File: config.mk
export PLATFORM = sky130hd
export DESIGN_NAME = alu_issue_ctrl
export DESIGN_NICKNAME = d
export VERILOG_FILES = /design/src/rtl/alu_issue_ctrl.sv
export SDC_FILE = /design/constraint.sdc
export NUM_CORES = 1
export LEC_CHECK = 0
export CELL_PAD_IN_SITES_DETAIL_PLACEMENT = 0
export CELL_PAD_IN_SITES_GLOBAL_PLACEMENT = 2
export CORE_ASPECT_RATIO = 1.2
export CORE_MARGIN = 4
export CORE_UTILIZATION = 39
export CTS_CLUSTER_DIAMETER = 150
export CTS_CLUSTER_SIZE = 12
export DETAILED_ROUTE_END_ITERATION = 8
export DONT_BUFFER_PORTS = 1
export PLACE_DENSITY = 0.74
export SYNTH_ARGS = -nofsm -noshare
export SYNTH_HDL_FRONTEND = slang
export SYNTH_SLANG_ARGS = --single-unit
File: constraint.sdc
create_clock -name clk -period 1.4 [get_ports clk]
set_input_delay 0.21 -clock clk [delete_from_list [all_inputs] [get_ports clk]]
set_output_delay 0.21 -clock clk [all_outputs]
set_load 0.01 [all_outputs]
File: src/rtl/alu_issue_ctrl.sv
// Issue controller: 4x4-bit register file feeding an external ALU through IDLE/READ/EXEC/WB.
// Optional output wb_zero is built only when ALU_ISSUE_ZERO_FLAG_EN is defined.
module alu_issue_ctrl #(
    parameter logic [3:0] RESET_VAL = 4'h0
) (
    input  logic       clk,
    input  logic       rst,
    input  logic       instr_valid,
    output logic       instr_ready,
    input  logic [2:0] instr_op,
    input  logic [1:0] instr_rd,
    input  logic [1:0] instr_rs1,
    input  logic [1:0] instr_rs2,
    output logic [3:0] alu_a,
    output logic [3:0] alu_b,
    output logic [2:0] alu_op,
    input  logic [3:0] alu_result,
    output logic       wb_valid,
    output logic [1:0] wb_rd,
    output logic [3:0] wb_data,
`ifdef ALU_ISSUE_ZERO_FLAG_EN
    output logic       wb_zero,
`endif
    output logic       busy
);

    typedef enum logic [1:0] {IDLE, READ, EXEC, WB} state_t;

    state_t     state;
    state_t     state_next;
    logic       accept;
    logic [2:0] op_p0;
    logic [1:0] rd_p0;
    logic [1:0] rs1_p0;
    logic [1:0] rs2_p0;
    logic [3:0] result_p1;
    logic [3:0] rf [4];

    always_ff @(posedge clk or posedge rst) begin
        if (rst) state <= IDLE;
        else     state <= state_next;
    end

    always_comb begin
        state_next = state;
        case (state)
            IDLE:    if (instr_valid) state_next = READ;
            READ:    state_next = EXEC;
            EXEC:    state_next = WB;
            WB:      state_next = IDLE;
            default: state_next = IDLE;
        endcase
    end

    always_comb begin
        instr_ready = (state == IDLE);
        busy        = (state != IDLE);
        accept      = instr_valid && (state == IDLE);
    end

    // Instruction capture at handshake; EXEC samples the combinational ALU result.
    always_ff @(posedge clk) begin
        if (accept) begin
            op_p0  <= instr_op;
            rd_p0  <= instr_rd;
            rs1_p0 <= instr_rs1;
            rs2_p0 <= instr_rs2;
        end
        if (state == EXEC) result_p1 <= alu_result;
    end

    always_ff @(posedge clk or posedge rst) begin
        if (rst) begin
            alu_a  <= 4'h0;
            alu_b  <= 4'h0;
            alu_op <= 3'b000;
        end else if (state == READ) begin
            alu_a  <= rf[rs1_p0];
            alu_b  <= rf[rs2_p0];
            alu_op <= op_p0;
        end
    end

    // Register file commit and write-back strobe share the WB edge, so the next READ sees the new value.
    always_ff @(posedge clk or posedge rst) begin
        if (rst) begin
            for (int i = 0; i < 4; i++) rf[i] <= RESET_VAL;
        end else if (state == WB) begin
            rf[rd_p0] <= result_p1;
        end
    end

    always_ff @(posedge clk or posedge rst) begin
        if (rst) begin
            wb_valid <= 1'b0;
            wb_rd    <= 2'd0;
            wb_data  <= 4'h0;
`ifdef ALU_ISSUE_ZERO_FLAG_EN
            wb_zero  <= 1'b0;
`endif
        end else begin
            wb_valid <= (state == WB);
`ifdef ALU_ISSUE_ZERO_FLAG_EN
            wb_zero  <= (state == WB) && (result_p1 == 4'h0);
`endif
            if (state == WB) begin
                wb_rd   <= rd_p0;
                wb_data <= result_p1;
            end
        end
    end

endmodule
### After elaboration in Yosys (flattened, before gate mapping)

Index checks and enable logic that the tools add are counted.

| storage, ports and cells | value |
|---|---|
| register bits | 49 |
| bits in latches | 0 |
| bits in writable memories | 0 |
| ROM bits | 0 |
| input port bits | 16 |
| output and inout port bits | 20 |
| logic and storage cells | 42 |
| memories | 0 |

| cells by class | value |
|---|---|
| $add $sub $neg | 0 |
| $mul | 0 |
| div/mod/pow operators | 0 |
| $lt $le $gt $ge | 4 |
| eq/ne operators | 4 |
| shift operators | 0 |
| multiplexer cells | 11 |
| bitwise operators | 3 |
| reductions and logical operators | 4 |

Operators by type and width:

| cell | count |
|---|---|
| $mux 4 | 5 |
| $bmux 4 s2 | 2 |
| $bwmux 16 | 1 |
| $ge 3x3->1 const B | 3 |
| $not 2->3 | 3 |
| $demux 4 s2 | 1 |
| $pmux 2 s4 | 1 |
| $eq 2x2->1 const B | 2 |
| $lt 3x1->1 const B | 1 |
| $eq 2x1->1 const B | 1 |
| $logic_and 1x1->1 | 2 |
| $logic_not 2->1 | 1 |
| $mux 2 | 1 |
| $ne 2x2->1 const B | 1 |
| $reduce_bool 2->1 | 1 |

### Logic depth before layout (Yosys ltp)

Gate-level depths: netlist of run 1.

| logic depth | value |
|---|---|
| word-level depth | 6 |
| depth in mapped cells | 5 |
| gate-level depth less buffers | 4 |

### Worst setup path after synthesis of run 1

No wires, ideal clock.

| timing | value |
|---|---|
| path kind | flip-flop to flip-flop |
| from | register state[0] |
| to | register op_p0[0], enable pin |
| setup time | 337 ps |
| arrival time | 1024 ps |
| data required time | 1063 ps |
| slack | 38 ps |
| cell stages (with the launch flop) | 4 |
| buffers on the path | 0 |
| period minus slack after synthesis | 1362 ps |
| cells stage by stage | dfrtp_1 -> inv_1 -> ha_1 -> and2_1 |

| on the way | value |
|---|---|
| longest elaborated chain between the ends | 2 |

Ends and longest elaborated chain:

| what | line | source |
|---|---|---|
| start, declared | 29 | `state_t state;` |
| start signal, assigned | 41 | `else state <= state_next;` |
| $logic_not 2->1 | 58 | `accept = instr_valid && (state == IDLE);` |
| $logic_and 1x1->1 | 58 |  |
| named net accept | 31 | `logic accept;` |
| end signal, assigned | 64 | `op_p0 <= instr_op;` |
| end, declared | 32 | `logic [2:0] op_p0;` |

The timed path passes the listed nets, and every way through them passes these cells.
A chain may end at the register's enable or synchronous reset.

### Worst setup path after layout of run 1

| timing | value |
|---|---|
| from | register state[0] |
| to | output instr_ready |

| on the way | value |
|---|---|
| longest elaborated chain between the ends | 1 |

Ends and longest elaborated chain:

| what | line | source |
|---|---|---|
| $logic_not 2->1 | 56 | `instr_ready = (state == IDLE);` |
| end, declared | 9 | `output logic instr_ready,` |

No other way between the ends.

==> summary.txt, run 1 <==
Slew Viols, Final -> 0
maximum root-to-sink buffer count -> 2
fin crit share -> 97.8%
cell taking the most area after synthesis -> dfrtp_1
die width -> 74.3 microns
Sw Pwr -> 1.81 mW
htree depth -> 2
CTS clk-pin slew, worst paths -> 0.08 ns
Combinational Power Share -> 33.4%
crit end category -> output pin
CORE AREA -> 5010 sq um
total power -> 5.31 mW
CTS tree -> done
worst-margin pin slew -> 0.461 ns
Final Cell Area -> 2500 sq um
Row Count -> 28
Initial DRC Count -> 23
slowest CP cell -> dfrtp_2
total CTS buffers -> 5
clk sink count -> 49
Pleak -> 1.04 nW
post-synthesis register bit count -> 49
# diodes -> 0
worst-path maximum fanout -> 5
GRT busiest layer -> met2
first-pass detailed-route iteration total -> 4
Worst Hold Class -> input pin to flop
sequential area share after synthesis -> 62.8%
syn nets -> 156
routed length per instance -> 17.3 microns
global route overflow -> 0
effective utilization at floorplan -> 41.1%
Syn Area/Cell -> 15.4 sq um
die area -> 6500 sq um
met1 usage -> 15.0%
# port buffers -> 0
pin count of the biggest net entering global routing -> 37
PD cells -> 2120 nW/um^2
CP Data Arrival Time -> 1.16 ns
max-capacitance violation count -> 0
Peak VDD IR -> 0.913 mV
crit path kind -> flop to output pin
relative slew slack -> 69.3%
first-pass GRT wire length -> 6100 microns
met2 Use GR -> 21.5%
met3 global-route usage -> 3.90%
chip height -> 87.6 microns
Netlist Area Pre-Place -> 2060 sq um
CP Launch Type -> flop
final WL -> 3840 microns
final hold viol count -> 0
top cells by area, synth -> dfrtp_1, edfxtp_1, mux2_2, mux2i_1, ha_1
Filler cells -> 456
Final nets -> 183
Int Power -> 3.50 mW
share of cells above drive strength 1 -> 35.2%
gr usage total -> 12.7%
Synth cell types -> 17
area grow syn2layout -> 21.5%
most frequent cells in the layout -> dfrtp_1, mux2_2, mux2i_1
Worst EP required -> 1.19 ns
RSZ-0062 raised after global routing -> true
commonest non-fill, non-tap cell in the layout -> dfrtp_1
Worst path top cell family by delay -> flip-flops
antenna viol nets, final -> 0
Synth top area share -> 43.8%
Synth Instances -> 134
Area after DPL -> 2210 sq um
crit-path cells -> inv_1 -> buf_4 -> ha_1
initial antenna violation count -> 0
max incr delay on CP -> 0.42 ns
Worst Skew -> 0.00399 ns
Clock Tree Root -> clkbuf_8
vias in the first global route -> 1211
detailed placer's ending HPWL -> 2840 microns
minimum clock period -> 1.37 ns
Clock power frac -> 15.1%
clk_lat worst skew -> 0.30 ns
status -> finished, final reports clean
Setup violations, final -> 0
Switching Share -> 34.0%
Flop pwr share -> 51.5%
Top Ports -> 36
GP Congestion -> 0.751
Max Clock Freq -> 0.730 GHz
Via Count -> 1157
worst path bufs/invs -> 2
vias per inst -> 5.21
DRC Markers -> 0
Synth Warn # -> 0
## power by group through the flow
stage          Combinational, mW  Clock (mW)  Sequential [mW]
3_5_place_dp                1.63           0             2.76
5_1_grt                     1.95       0.905             2.83
4_1_cts                     1.67       0.841             2.73
6_report                    1.77       0.802             2.73
3_3_place_gp                1.55           0             2.73
2_1_floorplan               1.20           0             2.55
## synthesized netlist by cell type (all sizes together)
cell    instances
buf             3
a21oi           1
nand2b         11
dfrtp          36
inv             4
nor2            2
ha              6
clkbuf          1
o221ai          8
nand3           1
mux2           26
nor3b           1
nand3b          2
and2            1
mux2i          16
edfxtp         13
nand2           2
## worst paths after layout
path	from	endpoint	slack (ns)	cells after the start
worst max-delay path	state[0]	instr_ready	0.03	3
worst min-delay path	instr_valid	state[0]	0.08	2
worst max register to register	state[0]	alu_b[0]	0.06	5
worst min register to register	op_p0[0]	alu_op[0]	0.48	1
max in group asynchronous	rst	state[0]	0.59	3
min in group asynchronous	rst	wb_data[1]	0.46	3
## through the flow
stage / hold WS (ns) / TNS [ns] / std cells / util [%] / setup slack, ns
2_1_floorplan: 0.309 / 0 / 134 / - / 0.0385
3_3_place_gp: 0.234 / 0 / 199 / 44.0 / 0.00456
3_5_place_dp: 0.241 / -0.254 / 199 / 44.0 / -0.0574
4_1_cts: 0.0716 / -0.106 / 221 / 48.7 / -0.0353
5_1_grt: 0.102 / -0.0463 / 222 / 49.9 / -0.0206
6_report: 0.0799 / 0 / 222 / 49.9 / 0.0304
## what timing repair did
action / CTS / global route
hold buffers: 14 / 0
endpoints found under the hold margin: 49 / 0
setup buffers: 0 / 1
endpoints found under the setup margin: 25 / 27
gates resized for setup: 2 / 13
## metal layers
| metal | wire (microns) | vias up |
|---|---|---|
| met4 | 68 | 0 |
| li1 | - | 541 |
| met2 | 1970 | 28 |
| met3 | 236 | 7 |
| met5 | 0 | - |
| met1 | 1560 | 581 |
## cells by family (layout without fill, tap and decap cells)
| family | count (synthesis) | after routing | synth area share [%] |
|---|---|---|---|
| adders and majority gates | 6 | 6 | 3.65 |
| buffers and inverters | 8 | 36 | 1.64 |
| AOI/OAI and AO/OA | 9 | 9 | 3.65 |
| and+or+nand+nor | 20 | 20 | 6.27 |
| muxes | 42 | 42 | 22.0 |
| DFF | 49 | 49 | 62.8 |
## registers in the layout, summed over array words and instances, names as in the netlist, 3 cells and up
signal,count
alu_b,4
result_p1,4
op_p0,3
rf,16
wb_data,4
alu_a,4
alu_op,3
## layout make-up
type / count / area, sq um / share of cell area [%]
Clock inverter: 3 / 17.5 / 0.701
Timing Repair Buffer: 24 / 240 / 9.61
Tap cell: 60 / 75.1 / 3.00
Multi-Input combinational cell: 77 / 788 / 31.5
Inverter: 4 / 15.0 / 0.601
Clock buffer: 5 / 68.8 / 2.75
Sequential cell: 49 / 1290 / 51.8
Note: power is estimated with default switching activity, not from simulation.
==> run 2, diff against run 1 <==
--- a/config.mk
+++ b/config.mk
@@ -8,7 +8,7 @@
 export CELL_PAD_IN_SITES_DETAIL_PLACEMENT = 0
 export CELL_PAD_IN_SITES_GLOBAL_PLACEMENT = 2
 export CORE_ASPECT_RATIO = 1.2
-export CORE_MARGIN = 4
+export CORE_MARGIN = 2
 export CORE_UTILIZATION = 39
 export CTS_CLUSTER_DIAMETER = 150
 export CTS_CLUSTER_SIZE = 12
==> summary.txt, run 2 (synthesis results as in run 1) <==
PD cells -> 2130 nW/um^2
final WL -> 3800 microns
Max Clock Freq -> 0.733 GHz
DRC Markers -> 0
Worst R2R Path Depth -> 4
# diodes -> 0
placed insts -> 198
global route overflow -> 0
gr usage total -> 14.4%
total CTS buffers -> 5
Pleak -> 1.03 nW
die width -> 70.3 microns
Worst EP required -> 1.60 ns
worst r2r src -> state[1]
fin crit share -> 97.5%
max-capacitance violation count -> 0
final hold viol count -> 0
Non-Filler Instances -> 220
Slew Viols, Final -> 0
CORE AREA -> 5010 sq um
worst-margin pin slew -> 0.463 ns
CP Launch Type -> flop
Worst Setup EP -> alu_op[0]
most frequent cells in the layout -> dfrtp_1, mux2_2, mux2i_1
vias in the first global route -> 1294
crit path from -> state[1]
Setup violations, final -> 0
Top Ports -> 36
crit path kind -> flop to flop
first-pass GRT wire length -> 6560 microns
clk_lat worst skew -> 0.30 ns
postcts setup bufs -> 0
Worst Skew -> 0.00984 ns
chip height -> 83.6 microns
commonest non-fill, non-tap cell in the layout -> dfrtp_1
pin count of the biggest net entering global routing -> 37
CTS clk-pin slew, worst paths -> 0.09 ns
CTS tree -> done
Row Count -> 28
Initial DRC Count -> 42
detailed placer's ending HPWL -> 2820 microns
Filler cells -> 446
clk sink count -> 49
max reg flops -> 16
hold_sp -> instr_valid
htree depth -> 2
Worst Hold Class -> input pin to flop
RSZ-0062 raised after global routing -> true
Most flops, register -> rf
share of cells above drive strength 1 -> 34.4%
GP Congestion -> 0.747
relative slew slack -> 69.1%
die area -> 5870 sq um
hold path cells -> 2
worst r2r dst -> alu_op[0]
Final nets -> 181
effective utilization at floorplan -> 41.1%
minimum clock period -> 1.36 ns
antenna viol nets, final -> 0
vias per inst -> 5.32
Via Count -> 1170
Peak VDD IR -> 1.05 mV
area grow syn2layout -> 20.8%
initial antenna violation count -> 0
Final Util -> 49.6%
routed length per instance -> 17.3 microns
CP Data Arrival Time -> 1.56 ns
first-pass detailed-route iteration total -> 4
# port buffers -> 0
maximum root-to-sink buffer count -> 2
reg2reg setup slack -> 0.04 ns
crit end category -> flop
worst-path maximum fanout -> 15
status -> finished, final reports clean
Clock Tree Root -> clkbuf_8
[run 2: cell count changes in the layout (fill, tap and decap cells not counted), sizes merged]
cell and change:
buf -2, clkinvlp +1, clkinv -1
[run 2: critical path, stage by stage (launching register included)]
cell and delay, ns:
dfrtp_2 0.46, inv_2 0.12, ha_1 0.20, buf_12 0.15, mux2_2 0.33
[run 2: layout make-up]
type	count	area, sq um	share of cell area (%)
repair buffers	22	225	9.06
clock buffers	5	68.8	2.77
flip-flops and latches	49	1290	52.1
multi-input cells	77	790	31.8
well taps	60	75.1	3.02
inverters	4	15.0	0.604
clock inverters	3	17.5	0.705
[run 2: worst min path at each step]
stage,endpoint,slack (ns)
finish,state[0],0.07
global route,state[0],0.08
detailed placement,wb_data[2],0.24
global placement,wb_data[2],0.24
CTS,state[0],0.08
floorplan,op_p0[0],0.31
[run 2: per-stage QoR]
stage	TNS [ns]	setup WS (ns)	area [sq um]	power, mW	hold WS [ns]
after floorplan	0	0.0385	2060	3.75	0.309
after global placement	0	0.00430	2200	4.25	0.235
after detailed placement	-0.581	-0.0517	2200	4.36	0.238
after CTS	-0.105	-0.0316	2430	5.23	0.0807
after global routing	-0.144	-0.0235	2480	5.71	0.0812
final	0	0.0352	2480	5.30	0.0738
[run 2: where the power goes]
part | total (mW) | internal (mW) | switching, mW
Clock | 0.814 | 0.345 | 0.469
Sequential | 2.73 | 2.11 | 0.624
Combinational | 1.75 | 1.03 | 0.722
[run 2: timing repair]
action	in CTS	in global routing
gates resized for setup	4	11
pin swaps	0	1
hold buffers	14	0
endpoints found under the setup margin	24	37
endpoints found under the hold margin	49	0
gates cloned	0	0
[run 2: metal layers]
layer	routed length, microns	share of wire [%]	global-route usage, %
met4	72	1.9	4.72
met3	183	4.8	4.59
met5	0	0	0
met2	2020	53	25.3
met1	1520	40	16.4
==> run 3, diff against run 2 <==
--- a/config.mk
+++ b/config.mk
@@ -9,12 +9,11 @@
 export CELL_PAD_IN_SITES_GLOBAL_PLACEMENT = 2
 export CORE_ASPECT_RATIO = 1.2
 export CORE_MARGIN = 2
-export CORE_UTILIZATION = 39
+export CORE_UTILIZATION = 40
 export CTS_CLUSTER_DIAMETER = 150
-export CTS_CLUSTER_SIZE = 12
 export DETAILED_ROUTE_END_ITERATION = 8
 export DONT_BUFFER_PORTS = 1
-export PLACE_DENSITY = 0.74
+export PLACE_DENSITY = 0.73
 export SYNTH_ARGS = -nofsm -noshare
 export SYNTH_HDL_FRONTEND = slang
 export SYNTH_SLANG_ARGS = --single-unit
==> constraint.sdc (replaced) <==
create_clock -name clk -period 1.5 [get_ports clk]
set_input_delay 0.225 -clock clk [delete_from_list [all_inputs] [get_ports clk]]
set_output_delay 0.225 -clock clk [all_outputs]
set_load 0.01 [all_outputs]
==> summary.txt, run 3 (synthesis results as in run 1) <==
status -> finished, final reports clean
first-pass detailed-route iteration total -> 4
# diodes -> 0
minimum clock period -> 1.43 ns
Peak VDD IR -> 0.932 mV
CP Launch Type -> flop
fin crit share -> 95.2%
clk_lat worst skew -> 0.29 ns
DRC Markers -> 0
Max Clock Freq -> 0.700 GHz
commonest non-fill, non-tap cell in the layout -> dfrtp_1
# port buffers -> 0
clk sink count -> 49
Worst EP required -> 1.27 ns
max reg flops -> 16
Row Count -> 28
share of cells above drive strength 1 -> 26.4%
antenna viol nets, final -> 0
WHS -> 0.0230 ns
Final nets -> 165
htree depth -> 2
reg2reg setup slack -> 0.10 ns
worst-path maximum fanout -> 4
die area -> 5730 sq um
setup_tns -> 0 ns
PD cells -> 2070 nW/um^2
worst-margin pin slew -> 0.454 ns
Clock Tree Root -> clkbuf_8
crit end category -> output pin
CORE AREA -> 4940 sq um
chip height -> 82.6 microns
most frequent cells in the layout -> dfrtp_1, mux2_2, mux2i_1
routed length per instance -> 17.5 microns
final WL -> 3570 microns
met2 Use GR -> 23.8%
Most flops, register -> rf
die width -> 69.5 microns
Via Count -> 1073
GP Congestion -> 0.740
met3 global-route usage -> 5.10%
pin count of the biggest net entering global routing -> 37
Final Util -> 45.6%
RSZ-0062 raised after global routing -> true
vias in the first global route -> 1178
Setup violations, final -> 0
crit path kind -> flop to output pin
Top Ports -> 36
max-capacitance violation count -> 0
gr usage total -> 14.2%
detailed placer's ending HPWL -> 2660 microns
Worst Hold Class -> input pin to flop
maximum root-to-sink buffer count -> 2
Worst Skew -> 0.00735 ns
Final Cell Area -> 2250 sq um
first-pass GRT wire length -> 6150 microns
initial antenna violation count -> 0
Initial DRC Count -> 62
CTS tree -> done
effective utilization at floorplan -> 41.6%
Worst R2R Path Depth -> 3
CTS clk-pin slew, worst paths -> 0.08 ns
met1 usage -> 16.9%
GRT busiest layer -> met2
Area after DPL -> 2150 sq um
vias per inst -> 5.26
Slew Viols, Final -> 0
CP Data Arrival Time -> 1.20 ns
hold path cells -> 0
global route overflow -> 0
relative slew slack -> 69.7%
final hold viol count -> 0
area grow syn2layout -> 9.61%
Pleak -> 0.951 nW
total CTS buffers -> 5
[run 3: metal layers]
layer	up-vias	wire length (microns)
li1	500	-
met1	537	1510
met2	30	1780
met3	6	222
met4	0	57
met5	-	0
[run 3: repair_timing]
| item | CTS | global route |
|---|---|---|
| setup endpoints to repair | 1 | 13 |
| buffers inserted | 2 | 0 |
| resized for setup | 0 | 1 |
| hold buffers | 1 | 0 |
| hold endpoints to repair | 36 | 0 |
| pin swaps | 0 | 0 |
[run 3: final cells by class]
| class | instances | area [sq um] |
|---|---|---|
| Fill cell | 451 | 2690 |
| Sequential cell | 49 | 1290 |
| Multi-Input combinational cell | 77 | 733 |
| Clock buffer | 8 | 80.1 |
| Tap cell | 60 | 75.1 |
| Timing Repair Buffer | 6 | 60.1 |
| Inverter | 4 | 15.0 |
[run 3: final timing paths]
kind / startpoint / endpoint
worst max-delay path: state[1] / busy
worst min-delay path: instr_op[2] / op_p0[2]
worst max register to register: state[1] / rf[14]
worst min register to register: op_p0[1] / alu_op[1]
max in group asynchronous: rst / wb_rd[0]
min in group asynchronous: rst / wb_valid
[run 3: critical path: stages, from the launching register on]
cell,delay (ns)
dfrtp_1,0.38
inv_1,0.09
ha_1,0.20
buf_4,0.14
inv_1,0.09
[run 3: stage by stage]
stage	cells	power, mW	worst slack, ns
6_report	204	4.66	0.0719
5_1_grt	204	5.02	-0.0338
4_1_cts	204	4.73	0.0483
3_5_place_dp	193	3.95	0.0327
3_3_place_gp	193	3.85	0.104
2_1_floorplan	134	3.50	0.138
[run 3: power by group]
| part | switching (mW) | total, mW | internal, mW | leakage [nW] |
|---|---|---|---|---|
| Clock | 0.390 | 0.722 | 0.332 | 0.0395 |
| Combinational | 0.614 | 1.42 | 0.809 | 0.355 |
| Sequential | 0.553 | 2.52 | 1.96 | 0.556 |
